===== config.mk =====
export PLATFORM = sky130hd
export DESIGN_NAME = fifo_bus_sel_arbiter_flat
export DESIGN_NICKNAME = d
export VERILOG_FILES = /design/src/rtl/fifo_bus_sel_arbiter_pkg.sv /design/src/rtl/fifo_bus_sel_arbiter_if.sv /design/src/rtl/fifo_bus_sel_arbiter_rr_pick.sv /design/src/rtl/fifo_bus_sel_arbiter.sv /design/src/flat_wrapper.sv
export SDC_FILE = /design/constraint.sdc
export NUM_CORES = 1
export LEC_CHECK = 0
export BUFFER_PORTS_ARGS = -buffer_cell sky130_fd_sc_hd__clkbuf_2
export CORE_MARGIN = 5
export CORE_UTILIZATION = 42
export DETAILED_ROUTE_END_ITERATION = 10
export MAX_ROUTING_LAYER = met4
export PLACE_DENSITY_LB_ADDON = 0.15
export SLEW_MARGIN = 15
export SYNTH_ARGS = -nofsm -noshare
export SYNTH_HDL_FRONTEND = slang
export SYNTH_SLANG_ARGS = --single-unit

===== constraint.sdc =====
create_clock -name clk -period 1.8 [get_ports clk]
set_input_delay 0.18 -clock clk [delete_from_list [all_inputs] [get_ports clk]]
set_output_delay 0.18 -clock clk [all_outputs]
set_load 0.05 [all_outputs]

===== src/rtl/fifo_bus_sel_arbiter_pkg.sv =====
// Shared definitions for the bus_sel fabric: state encoding and default
// sizes used by the interconnect, the dispatchers and the FIFO-side arbiter.
package bus_sel_pkg;

  localparam int unsigned PORT_NUM_DEF = 2;
  localparam int unsigned DATA_W_DEF   = 32;

  typedef enum logic {
    ST_IDLE = 1'b0,
    ST_LOCK = 1'b1
  } state_t;

  // Index width for a port number; never zero so a 1-port build still elaborates.
  function automatic int unsigned ptr_w(input int unsigned n);
    return (n > 1) ? $clog2(n) : 1;
  endfunction

endpackage


===== src/rtl/fifo_bus_sel_arbiter_if.sv =====
// Dispatcher-to-FIFO bundle for one FIFO: request/beat lanes per dispatcher
// plus the FIFO write port. slave = the arbiter, master = the surroundings.
interface fifo_bus_sel_arbiter_if
  import bus_sel_pkg::*;
#(
  parameter int unsigned PORT_NUM = PORT_NUM_DEF,
  parameter int unsigned DATA_W   = DATA_W_DEF
);

  logic [PORT_NUM-1:0]        bus_sel;
  logic [PORT_NUM*DATA_W-1:0] fd_data;
  logic [PORT_NUM-1:0]        fd_valid;
  logic [PORT_NUM-1:0]        fd_last;
  logic [PORT_NUM-1:0]        fd_ready;
  logic [PORT_NUM-1:0]        grant;
  logic                       fifo_full;
  logic                       fifo_wr_en;
  logic [DATA_W-1:0]          fifo_wr_data;
  logic                       busy;
  logic                       timeout_err;

  modport slave (
    input  bus_sel, fd_data, fd_valid, fd_last, fifo_full,
    output fd_ready, grant, fifo_wr_en, fifo_wr_data, busy, timeout_err
  );

  modport master (
    output bus_sel, fd_data, fd_valid, fd_last, fifo_full,
    input  fd_ready, grant, fifo_wr_en, fifo_wr_data, busy, timeout_err
  );

endinterface


===== src/rtl/fifo_bus_sel_arbiter_rr_pick.sv =====
// Combinational round-robin picker: first set request at or above ptr,
// wrapping. Shared with the dispatcher-side FIFO selector.
module rr_pick
  import bus_sel_pkg::*;
#(
  parameter  int unsigned N  = PORT_NUM_DEF,
  localparam int unsigned PW = ptr_w(N)
) (
  input  logic [N-1:0]  req,
  input  logic [PW-1:0] ptr,
  output logic [N-1:0]  sel,
  output logic [PW-1:0] idx,
  output logic          valid
);

  logic [PW-1:0] j;

  always_comb begin
    sel   = '0;
    idx   = '0;
    valid = 1'b0;
    j     = '0;
    for (int unsigned i = 0; i < N; i++) begin
      j = PW'((32'(ptr) + i) % N);
      if (!valid && req[j]) begin
        valid  = 1'b1;
        sel[j] = 1'b1;
        idx    = j;
      end
    end
  end

endmodule


===== src/rtl/fifo_bus_sel_arbiter.sv =====
// FIFO-side arbiter: round-robin grant locked for a whole frame, beat mux into
// the FIFO write port. Optional idle watchdog: define BUS_SEL_ARB_TIMEOUT_EN.
//
// state   | meaning
// IDLE    | no owner; arbitrate bus_sel from rr_ptr
// LOCK    | owner holds the FIFO until last beat, abort or watchdog
module fifo_bus_sel_arbiter
  import bus_sel_pkg::*;
#(
  parameter int unsigned PORT_NUM  = PORT_NUM_DEF,
  parameter int unsigned DATA_W    = DATA_W_DEF,
  parameter int unsigned TIMEOUT_W = 8
) (
  input logic                   clk,
  input logic                   rst,
  fifo_bus_sel_arbiter_if.slave bus
);

  localparam int unsigned PW = ptr_w(PORT_NUM);

  if (TIMEOUT_W < 1) begin : g_bad_cfg
    $error("TIMEOUT_W must be at least 1");
  end

  state_t              state_q, state_d;
  logic [PORT_NUM-1:0] grant_q, grant_d;
  logic [PW-1:0]       owner_q, owner_d;
  logic [PW-1:0]       rr_ptr_q, rr_ptr_d;
  logic                wr_en_q, wr_en_d;
  logic [DATA_W-1:0]   wr_data_q, wr_data_d;

  logic [PORT_NUM-1:0] pick_sel;
  logic [PW-1:0]       pick_idx;
  logic                pick_valid;

  logic [DATA_W-1:0]   fd_data_arr [PORT_NUM];
  logic                locked, accept, release_hit, tmo_hit;

  for (genvar i = 0; i < PORT_NUM; i++) begin : g_unpack
    assign fd_data_arr[i] = bus.fd_data[i*DATA_W +: DATA_W];
  end

  rr_pick #(.N(PORT_NUM)) u_pick (
    .req   (bus.bus_sel),
    .ptr   (rr_ptr_q),
    .sel   (pick_sel),
    .idx   (pick_idx),
    .valid (pick_valid)
  );

  assign locked = (state_q == ST_LOCK);
  // Ready is combinational from fifo_full; the FIFO's spare entry covers the
  // registered write already in flight when full rises.
  assign bus.fd_ready = grant_q & {PORT_NUM{~bus.fifo_full}};
  assign accept       = locked & bus.fd_valid[owner_q] & ~bus.fifo_full;
  assign release_hit  = locked & ((accept & bus.fd_last[owner_q]) |
                                  ~bus.bus_sel[owner_q] | tmo_hit);

`ifdef BUS_SEL_ARB_TIMEOUT_EN
  logic [TIMEOUT_W-1:0] tmo_cnt_q;
  logic                 tmo_err_q;

  assign tmo_hit = locked & (tmo_cnt_q == '1);

  always_ff @(posedge clk) begin
    if (rst) begin
      tmo_cnt_q <= '0;
      tmo_err_q <= 1'b0;
    end else begin
      tmo_err_q <= tmo_hit;
      if (!locked || accept)
        tmo_cnt_q <= '0;
      else if (!bus.fifo_full)
        tmo_cnt_q <= tmo_cnt_q + 1'b1;
    end
  end

  assign bus.timeout_err = tmo_err_q;
`else
  assign tmo_hit         = 1'b0;
  assign bus.timeout_err = 1'b0;
`endif

  always_comb begin
    state_d   = state_q;
    grant_d   = grant_q;
    owner_d   = owner_q;
    rr_ptr_d  = rr_ptr_q;
    wr_en_d   = accept;
    wr_data_d = accept ? fd_data_arr[owner_q] : wr_data_q;
    case (state_q)
      ST_IDLE: begin
        if (pick_valid) begin
          state_d = ST_LOCK;
          grant_d = pick_sel;
          owner_d = pick_idx;
        end
      end
      ST_LOCK: begin
        if (release_hit) begin
          state_d  = ST_IDLE;
          grant_d  = '0;
          rr_ptr_d = (owner_q == PW'(PORT_NUM - 1)) ? '0 : owner_q + 1'b1;
        end
      end
      default: state_d = ST_IDLE;
    endcase
  end

  always_ff @(posedge clk) begin
    if (rst) begin
      state_q   <= ST_IDLE;
      grant_q   <= '0;
      owner_q   <= '0;
      rr_ptr_q  <= '0;
      wr_en_q   <= 1'b0;
      wr_data_q <= '0;
    end else begin
      state_q   <= state_d;
      grant_q   <= grant_d;
      owner_q   <= owner_d;
      rr_ptr_q  <= rr_ptr_d;
      wr_en_q   <= wr_en_d;
      wr_data_q <= wr_data_d;
    end
  end

  assign bus.grant        = grant_q;
  assign bus.busy         = locked;
  assign bus.fifo_wr_en   = wr_en_q;
  assign bus.fifo_wr_data = wr_data_q;

  a_grant_onehot0 : assert property (@(posedge clk) disable iff (rst) $onehot0(grant_q));

endmodule

===== src/flat_wrapper.sv =====
// flat-port wrapper written by rule: the top's interface ports become plain ports
module fifo_bus_sel_arbiter_flat import bus_sel_pkg::*;
#(
  parameter int unsigned PORT_NUM  = PORT_NUM_DEF,
  parameter int unsigned DATA_W    = DATA_W_DEF,
  parameter int unsigned TIMEOUT_W = 8
)
  (clk, rst, bus_bus_sel, bus_fd_data, bus_fd_valid, bus_fd_last, bus_fifo_full, bus_fd_ready, bus_grant, bus_fifo_wr_en, bus_fifo_wr_data, bus_busy, bus_timeout_err);
  fifo_bus_sel_arbiter_if #(.PORT_NUM(PORT_NUM), .DATA_W(DATA_W)) bus_i ();
  input logic clk;
  input logic rst;
  input wire logic [$bits(bus_i.bus_sel)-1:0] bus_bus_sel;
  input wire logic [$bits(bus_i.fd_data)-1:0] bus_fd_data;
  input wire logic [$bits(bus_i.fd_valid)-1:0] bus_fd_valid;
  input wire logic [$bits(bus_i.fd_last)-1:0] bus_fd_last;
  input wire logic [$bits(bus_i.fifo_full)-1:0] bus_fifo_full;
  output wire logic [$bits(bus_i.fd_ready)-1:0] bus_fd_ready;
  output wire logic [$bits(bus_i.grant)-1:0] bus_grant;
  output wire logic [$bits(bus_i.fifo_wr_en)-1:0] bus_fifo_wr_en;
  output wire logic [$bits(bus_i.fifo_wr_data)-1:0] bus_fifo_wr_data;
  output wire logic [$bits(bus_i.busy)-1:0] bus_busy;
  output wire logic [$bits(bus_i.timeout_err)-1:0] bus_timeout_err;
  assign bus_i.bus_sel = bus_bus_sel;
  assign bus_i.fd_data = bus_fd_data;
  assign bus_i.fd_valid = bus_fd_valid;
  assign bus_i.fd_last = bus_fd_last;
  assign bus_i.fifo_full = bus_fifo_full;
  assign bus_fd_ready = bus_i.fd_ready;
  assign bus_grant = bus_i.grant;
  assign bus_fifo_wr_en = bus_i.fifo_wr_en;
  assign bus_fifo_wr_data = bus_i.fifo_wr_data;
  assign bus_busy = bus_i.busy;
  assign bus_timeout_err = bus_i.timeout_err;
  fifo_bus_sel_arbiter #(.PORT_NUM(PORT_NUM), .DATA_W(DATA_W), .TIMEOUT_W(TIMEOUT_W)) u_core (.clk(clk), .rst(rst), .bus(bus_i));
endmodule

==> results.ini, run 1 <==
[final_layout]
drive_above_1_share_pct=43.4
diodes=0
areaGrowthSynthToFinish_pct=38.2
multi_input_area_sq_um=860
layout.nets=359
fin_util_pct=59.5
seqCellArea_sq_um=762
n_fill_cell=352

[floorplanning]
initial_core_util_pct=43.0
core_region_area_sq_um=3970
io_pins=112
die-width_um=73.8
die_area_sq_um=5440
die_h_um=73.8
num_rows=23

[worst_hold_path]
hp-class=in -> reg

[drt]
vias=1620
postRouteAntennaNets=0
drt-total-wl_um=4170
firstDrtPassIters=4
drt_iter0_drc=65
viasPerCell=4.82
drc=0
wire_per_inst_um=12.4

[logic_synthesis]
ys_seq_elements=38
synth-async-reset-ratio_pct=0
yosysMostFrequentCell=dfxtp_1
yosysUniqueCellTypes=23
ys_seq_area_share_pct=44.5
synth_area_sq_um=1710
synth_area_leaders=dfxtp_1 (45%), mux2i_1 (19%), a211oi_1 (14%), nor2_1 (7.7%), buf_4 (2.2%)
synth_edf_count=0
synth_ff_type=dfxtp_1
synthCells=179
syn-num-nets=252
ys.warnings.count=0
synth_top_area_share_pct=44.5
synth_top_cells_by_count=dfxtp_1 (38), nor2_1 (35), mux2i_1 (33)
syn_area_per_cell_sq_um=9.55
synth_top_cell_by_area=dfxtp_1

[worst_setup_path]
cpPeakStageDelay_ns=0.44
cp-end-kind=flip-flop
required_ns=2.00
critical_path_class=reg -> reg
path_max_fanout=40
path_delay_family=buffers and inverters
crit_buf_inv=2
startpoint_type=flip-flop
cp_cell_sequence=inv_1 > nor3_4 > buf_4 > nor2_1 > a211oi_1
cp.arrival_ns=1.73
critical-path-slowest-cell=dfxtp_1

[status]
run_status=complete, no violations

[clock_tree]
cts_setup_buffers=0
cts_tree=done
cts_buffer_depth=2
hold_buffers=0
numCtsBuffers=5
htree_levels=2
clock_latency_ns=0.28
cts_root_buf=clkbuf_8
clock_sinks=38
clk_pin_slew_ns=0.07
post_cts_resized=0

[global_route]
grt_usage_pct=16.3
grt_pass1_wl_um=6760
grt_pass1_vias=1534
grt_max_degree=41
overflow=0
antenna_found_initial=0

[place]
place_hpwl_um=3270
place.port_buffers=110
pre_cts_ws_ns=0.281
gp_congestion=0.935

[sta]
finalSetupTns_ns=0
slew_viol_final=0
setup_viol=0
rsz0062_at_grt=false
fin_ws_ns=0.272
fin_worst_skew_ns=0.00212
post-route-min-period_ns=1.53
hold_viol=0
period_share_pct=84.9
fmax_mhz=654

[power_and_ir_drop]
power.density_nw_per_um2=833
ir_worst_vdd_uv=433
power_mw=1.97
p_leak_nw=1.05

[job]
maxCapViolCount=0

-- worst min-delay path, cell delays in order --
cell and delay [ns]:
clkbuf_2 0.08, mux2i_1 0.11, a211oi_1 0.08
-- where the power goes --
| group | switching, mW | total [mW] | internal, mW | leakage, nW |
|---|---|---|---|---|
| Sequential | 0.0291 | 0.921 | 0.892 | 0.311 |
| Clock | 0.268 | 0.528 | 0.259 | 0.0438 |
| Combinational | 0.336 | 0.518 | 0.182 | 0.699 |
-- sequential cells by signal (all words and copies together), names as in the netlist --
signal / cells
u_core.bus.fifo_wr_en: 1
u_core.bus.fifo_wr_data: 32
u_core.owner_q: 1
u_core.rr_ptr_q: 1
u_core.bus.grant: 2
u_core.bus.busy: 1
-- placed cells by master, fill, tap and decap left out, drive strengths merged --
cell,count
a22o,2
nor2,35
nor4,1
nand4b,2
conb,1
nor2b,2
mux2i,33
and2,1
a21oi,1
a32oi,1
o21a,1
dfxtp,38
nor3,4
clkbuf,115
nand2b,2
o2bb2ai,1
a211oi,32
o21ai,4
clkinv,2
buf,5
inv,3
-- stage by stage --
stage | cells | cell area [sq um] | hold slack, ns
global placement | 329 | 2280 | 0.475
detailed placement | 329 | 2280 | 0.476
finish | 336 | 2360 | 0.213
floorplan | 179 | 1710 | 0.259
global route | 336 | 2360 | 0.213
CTS | 336 | 2360 | 0.201
-- final timing paths --
| kind | start | end | slack [ns] | cells past startpoint |
|---|---|---|---|---|
| min reg2reg | u_core.rr_ptr_q$_SDFFE_PP0P_ | u_core.rr_ptr_q$_SDFFE_PP0P_ | 0.49 | 2 |
| min | bus_fd_data[27] | u_core.bus.fifo_wr_data[27]$_SDFFE_PP0P_ | 0.21 | 3 |
| max | u_core.bus.busy$_SDFF_PP0_ | u_core.bus.fifo_wr_data[31]$_SDFFE_PP0P_ | 0.27 | 5 |
| max reg2reg | u_core.bus.busy$_SDFF_PP0_ | u_core.bus.fifo_wr_data[31]$_SDFFE_PP0P_ | 0.27 | 5 |
-- area by class of cell --
| class | count | area share (%) |
|---|---|---|
| Multi-Input combinational cell | 123 | 36.4 |
| Tap cell | 50 | 2.65 |
| Clock buffer | 5 | 2.91 |
| Clock inverter | 2 | 0.424 |
| Sequential cell | 38 | 32.3 |
| Inverter | 3 | 0.477 |
| Timing Repair Buffer | 115 | 24.9 |
-- routing by layer --
layer | track usage [%] | share of wire, %
met4 | 5.23 | 1.1
met1 | 19.8 | 43
met3 | 4.92 | 11
met5 | - | 0
met2 | 25.8 | 45
-- cell families (layout without fill, tap and decap cells) --
group,after synthesis,after routing,synth area share [%]
simple gates,47,47,12.7
compound gates,42,42,18.0
flops,38,38,44.5
mux,33,33,19.3
buf+inv,18,125,5.20
other cells,1,1,0.219
(Power assumes the default switching activity.)
==> run 2: changes to the inputs <==
CORE_UTILIZATION = 38   (was 42)
clock period = 1.4 ns   (was 1.8 ns; I/O delays follow)
==> run 2 against run 1 <==
- worst setup slack got worse by 0.25 ns
- cell count rose by 3.0%
- sequential share of layout area fell by 3.4 points
- register-to-register slack got worse by 0.25 ns
- combinational power rose by 46%
- worst hold slack got worse by 0.039 ns
- global-route usage fell by 1.2 points
- die area rose by 9.1%
- flip-flop and latch count did not move
- non-clock buffer count rose by 8
- count of clock-buffer cells in the layout rose by 1
==> results.ini, run 2 (synthesis gave the netlist of run 1 again) <==
[status]
run_status=complete, no violations

[global_route]
grt_pass1_vias=1645  ; +7.2%
antenna_found_initial=0  ; unchanged
grtUsageMet2_pct=25.1  ; -0.66 points
overflow=0  ; unchanged
met1_usage_pct=17.3  ; -2.5 points
grt_max_degree=41  ; unchanged
grt_pass1_wl_um=7360  ; +8.9%
grt.busiest_layer=met2
use_met3_pct=4.68  ; -0.24 points
grt_usage_pct=15.1  ; -1.2 points

[sta]
post-route-min-period_ns=1.37  ; -0.154 ns
fin_ws_ns=0.0260  ; -0.246 ns
hold_slack_ns=0.173  ; -0.0392 ns
slew_viol_final=0  ; unchanged
setup_viol=0  ; unchanged
hold_viol=0  ; unchanged
period_share_pct=98.1  ; +13 points
fin_worst_skew_ns=0.00542  ; +0.00330 ns
rsz0062_at_grt=true
finalSetupTns_ns=0  ; unchanged
fmax_mhz=728  ; +11%

[final_layout]
seqCellArea_sq_um=768  ; +0.82%
areaGrowthSynthToFinish_pct=55.8
final_common_cell=clkbuf_2
layout_common_cells=clkbuf_2 (110), dfxtp_1 (36), nor2_1 (34), mux2i_1 (32), a211oi_1 (18)
drive_above_1_share_pct=51.4  ; +8.0 points
fin_area_sq_um=2660  ; +13%
fin_util_pct=61.1  ; +1.7 points
multi_input_area_sq_um=947  ; +10%
n_fill_cell=401  ; +14%
layoutNonFillerInstCount=346  ; +3.0%
diodes=0  ; unchanged
layout.nets=367  ; +2.2%
largest_reg_flops=32  ; unchanged

[worst_setup_path]
path_max_fanout=6  ; -85%
crit_buf_inv=3  ; +1
path_delay_family=buffers and inverters
critical-path-slowest-cell=dfxtp_4
required_ns=1.61  ; -0.39 ns
cp.arrival_ns=1.58  ; -0.15 ns
cpPeakStageDelay_ns=0.38  ; -0.06 ns
startpoint_type=flip-flop
cp-end-kind=flip-flop
cp_cell_sequence=mux2i_4 > nor3_4 > buf_12 > buf_6 > clkbuf_16 > a211oi_2
critical_path_class=reg -> reg

[place]
post_dp_cell_area_sq_um=2350  ; +2.8%
pre_cts_ws_ns=0.0549  ; -0.226 ns
dp_cells=333  ; +1.2%
place_hpwl_um=3340  ; +2.2%
gp_congestion=0.884  ; -5.5%
place.port_buffers=110  ; unchanged

[power_and_ir_drop]
internal_power_mw=2.01  ; +51%
ir_worst_vdd_uv=597  ; +38%
power_frac_comb_pct=26.4  ; about the same
seq_power_share_pct=41.4  ; -5.4 points
power_mw=2.86  ; +46%
pwr-share-clk_pct=32.2  ; +5.4 points
switchingPower_mw=0.857  ; +35%
p_sw_share_pct=29.9  ; -2.3 points
power.density_nw_per_um2=1080  ; +29%
p_leak_nw=1.16  ; +9.7%

[floorplanning]
num_rows=24  ; +4.3%
die_area_sq_um=5940  ; +9.1%
initial_core_util_pct=39.3  ; -3.8 points
core_region_area_sq_um=4350  ; +9.6%
die_h_um=77.1  ; +4.4%
die-width_um=77.1  ; +4.4%
io_pins=112  ; unchanged

[drt]
firstDrtPassIters=4  ; unchanged
postRouteAntennaNets=0  ; unchanged
drt_iter0_drc=54  ; -17%
drc=0  ; unchanged
drt-total-wl_um=4750  ; +14%
vias=1714  ; +5.8%
viasPerCell=4.95  ; +2.7%
wire_per_inst_um=13.7  ; +11%

[clock_tree]
cts_tree=done
cts_buffer_depth=2  ; unchanged
hold_buffers=0  ; unchanged
clock_sinks=38  ; unchanged
htree_levels=2  ; unchanged
numCtsBuffers=5  ; unchanged
clk_pin_slew_ns=0.07  ; about the same
cts_root_buf=clkbuf_8
clock_latency_ns=0.28  ; about the same

[worst_hold_path]
hp-class=in -> reg

[job]
maxCapViolCount=0  ; unchanged

==> run 2: cell count changes in the layout (fill, tap and decap cells not counted), moves of 2 or more <==
cell and change:
buf_12 +4, a211oi_1 -14, dfxtp_4 +2, clkinv_2 -2, clkbuf_16 +3, a211oi_2 +14
buf_6 +2
==> run 2: power by group through the flow <==
stage	Combinational (mW)	Clock (mW)	Sequential [mW]
after CTS	0.695	0.954	1.19
after detailed placement	0.694	0	1.21
after global routing	0.817	1.01	1.20
after global placement	0.687	0	1.21
after floorplan	0.271	0	1.41
final	0.756	0.921	1.19
==> run 2: routing by layer <==
layer  vias up  share of wire [%]  wire length, um
li1        876                  -                -
met1       765                 40             1900
met2        69                 51             2410
met3         4                8.2              389
met4         0               0.95               45
met5         -                  0                0
==> run 2: repair_timing <==
| action | CTS | global route |
|---|---|---|
| setup buffers | 0 | 2 |
| gates resized for setup | 0 | 18 |
| endpoints found under the setup margin | 0 | 24 |
==> run 2: path summary, 6_finish.rpt <==
path | start | end | slack [ns] | cells past startpoint
worst max-delay path | u_core.owner_q$_SDFFE_PP0P_ | u_core.bus.fifo_wr_data[12]$_SDFFE_PP0P_ | 0.03 | 6
worst min-delay path | bus_fd_data[25] | u_core.bus.fifo_wr_data[25]$_SDFFE_PP0P_ | 0.17 | 3
worst max register to register | u_core.owner_q$_SDFFE_PP0P_ | u_core.bus.fifo_wr_data[12]$_SDFFE_PP0P_ | 0.03 | 6
worst min register to register | u_core.rr_ptr_q$_SDFFE_PP0P_ | u_core.rr_ptr_q$_SDFFE_PP0P_ | 0.48 | 2
==> run 2: worst min-delay path, stage by stage <==
cell and delay (ns):
clkbuf_2 0.08, mux2i_1 0.11, a211oi_1 0.08
==> run 2: area by class of cell <==
| type | count | share of cell area, % |
|---|---|---|
| flip-flops and latches | 38 | 28.9 |
| repair buffers | 123 | 28.5 |
| clock buffers | 6 | 3.10 |
| inverters | 3 | 0.423 |
| well taps | 52 | 2.44 |
| clock inverters | 1 | 1.13 |
| multi-input cells | 123 | 35.6 |
==> run 3: changes to the inputs <==
==> constraint.sdc (replaced) <==
create_clock -name clk -period 1.4 [get_ports clk]
set_input_delay 0.07 -clock clk [delete_from_list [all_inputs] [get_ports clk]]
set_output_delay 0.07 -clock clk [all_outputs]
set_load 0.05 [all_outputs]
==> run 3 against run 2 <==
- the run now ends with negative setup slack left
- clock power shrank 26%
- critical path depth is the same
- global-route usage shrank 0.54 points
- combinational power grew 1%
- total power shrank 8.0%
- design area grew 0.19%
- worst setup slack lost 0.034 ns
- core utilization grew 0.11 points
- routed wire length grew 1.6%
- critical endpoint is now u_core.bus.fifo_wr_data[25]$_SDFFE_PP0P_
==> results.ini, run 3 (synthesis gave the netlist of run 1 again) <==
[worst_hold_path]
hp-class=in -> reg
hold_path_end=u_core.bus.fifo_wr_en$_SDFF_PP0_
hp-start=bus_fifo_full
min_delay_path_depth=2  ; -1

[clock_tree]
numCtsBuffers=5  ; unchanged
clock_sinks=38  ; unchanged
clk_pin_slew_ns=0.07  ; about the same
cts_tree=done
hold_buffers=0  ; unchanged
cts_root_buf=clkbuf_8
htree_levels=2  ; unchanged
cts_buffer_depth=2  ; unchanged
clock_latency_ns=0.27  ; about the same

[floorplanning]
die-width_um=77.1  ; unchanged
io_pins=112  ; unchanged
initial_core_util_pct=39.3  ; unchanged
core_region_area_sq_um=4350  ; unchanged
num_rows=24  ; unchanged
die_h_um=77.1  ; unchanged
die_area_sq_um=5940  ; unchanged

[status]
run_status=complete, but fails checks
violations=negative setup slack

[worst_setup_path]
r2r-start=u_core.owner_q$_SDFFE_PP0P_
path_max_fanout=10  ; +4
cp-end-kind=flip-flop
cp.arrival_ns=1.60  ; +0.02 ns
cp_cell_sequence=mux2i_4 > nor3_4 > buf_6 > buf_12 > nor2_1 > a211oi_2
path_delay_family=flip-flops
required_ns=1.59  ; -0.02 ns
critical-path-slowest-cell=dfxtp_4
crit_buf_inv=2  ; -1
ff2ff_path_depth=6  ; unchanged
critical_path_class=reg -> reg
ff2ff_setup_slack_ns=-0.008  ; -0.03 ns
cpPeakStageDelay_ns=0.37  ; about the same
rr_endpoint=u_core.bus.fifo_wr_data[25]$_SDFFE_PP0P_
startpoint_type=flip-flop

[drt]
postRouteAntennaNets=0  ; unchanged
wire_per_inst_um=13.9  ; +1.3%
vias=1706  ; -0.47%
viasPerCell=4.92  ; -0.75%
drt_iter0_drc=49  ; -9.3%
drc=0  ; unchanged
drt-total-wl_um=4820  ; +1.6%
firstDrtPassIters=4  ; unchanged

[sta]
worstMarginPinSlew_ns=0.518
post-route-min-period_ns=1.41  ; +0.0341 ns
hold_viol=0  ; unchanged
setup_viol=3  ; +3
period_share_pct=101  ; +2.4 points
slew_viol_final=0  ; unchanged
rsz0062_at_grt=true
fmax_mhz=710  ; -2.4%
fin_worst_skew_ns=0.00382  ; -0.00160 ns
fin_ws_ns=-0.00803  ; -0.0341 ns
relSlewSlack_pct=65.5

[place]
gp_congestion=0.816  ; -7.7%
place.port_buffers=110  ; unchanged
dp_cells=333  ; unchanged
place_hpwl_um=3370  ; +0.74%

[global_route]
grt_pass1_wl_um=7060  ; -4.1%
grt_max_degree=41  ; unchanged
grt_pass1_vias=1561  ; -5.1%
overflow=0  ; unchanged
antenna_found_initial=0  ; unchanged
grt_usage_pct=14.6  ; -0.54 points

[final_layout]
fin_util_pct=61.3  ; +0.11 points
final_common_cell=clkbuf_2
layout.nets=368  ; +0.27%
largest_reg_flops=32  ; unchanged
drive_above_1_share_pct=54.6  ; +3.2 points
n_fill_cell=384  ; -4.2%
layoutNonFillerInstCount=347  ; +0.29%
diodes=0  ; unchanged
areaGrowthSynthToFinish_pct=56.1
layout_common_cells=clkbuf_2 (110), dfxtp_1 (36), mux2i_1 (32), nor2_1 (27), a211oi_2 (18)

[power_and_ir_drop]
power.density_nw_per_um2=987  ; -8.2%
ir_worst_vdd_uv=584  ; -2.2%
p_leak_nw=1.16  ; +0.39%

[job]
maxCapViolCount=0  ; unchanged

==> run 3: layout make-up <==
class                      instances  area, sq um  area share, %
timing repair buffer             124          762           28.6
clock buffer                       7         76.3           2.86
multi-input combinational        123          985           36.9
tap                               52         65.1           2.44
inverter                           3         11.3          0.422
sequential                        38          768           28.8
==> run 3: metrics by stage <==
| stage | hold WS, ns | setup TNS [ns] | power, mW | instance area (sq um) | setup slack [ns] |
|---|---|---|---|---|---|
| 2_1_floorplan | 0.149 | 0 | 1.68 | 1730 | 0.00332 |
| 3_3_place_gp | 0.390 | 0 | 1.89 | 2330 | 0.120 |
| 3_5_place_dp | 0.389 | 0 | 1.90 | 2330 | 0.0690 |
| 4_1_cts | 0.0946 | 0 | 2.58 | 2410 | 0.0464 |
| 5_1_grt | 0.0997 | -1.16 | 2.79 | 2670 | -0.0886 |
| 6_report | 0.106 | -0.0163 | 2.63 | 2670 | -0.00803 |
==> run 3: worst max path at each step <==
stage                                                to  cells past startpoint  slack (ns)                        start
6_report       u_core.bus.fifo_wr_data[25]$_SDFFE_PP0P_                      6      -0.008  u_core.owner_q$_SDFFE_PP0P_
5_1_grt        u_core.bus.fifo_wr_data[25]$_SDFFE_PP0P_                      6       -0.09  u_core.owner_q$_SDFFE_PP0P_
4_1_cts         u_core.bus.fifo_wr_data[1]$_SDFFE_PP0P_                      5        0.05   u_core.bus.busy$_SDFF_PP0_
3_5_place_dp    u_core.bus.fifo_wr_data[1]$_SDFFE_PP0P_                      5        0.07   u_core.bus.busy$_SDFF_PP0_
3_3_place_gp   u_core.bus.fifo_wr_data[22]$_SDFFE_PP0P_                      5        0.12   u_core.bus.busy$_SDFF_PP0_
2_1_floorplan  u_core.bus.fifo_wr_data[10]$_SDFFE_PP0P_                      6       0.003  u_core.owner_q$_SDFFE_PP0P_
==> run 3: repair_timing <==
item | CTS | global route
gates resized for setup | 0 | 30
endpoints found under the setup margin | 0 | 17
buffers inserted | 0 | 2
==> run 3: power by group <==
group          total [mW]  internal, mW  switching (mW)  leakage, nW
combinational       0.767         0.292           0.475        0.810
sequential           1.19          1.15          0.0426        0.311
clock               0.678         0.343           0.335       0.0383
total                2.63          1.78           0.853         1.16
==> run 3: layer usage <==
metal | up-vias | routed length (um) | global-route usage [%]
li1 | 880 | - | -
met1 | 757 | 1960 | 17.7
met2 | 65 | 2400 | 22.8
met3 | 4 | 427 | 5.15
met4 | 0 | 36 | 4.47
met5 | - | 0 | -
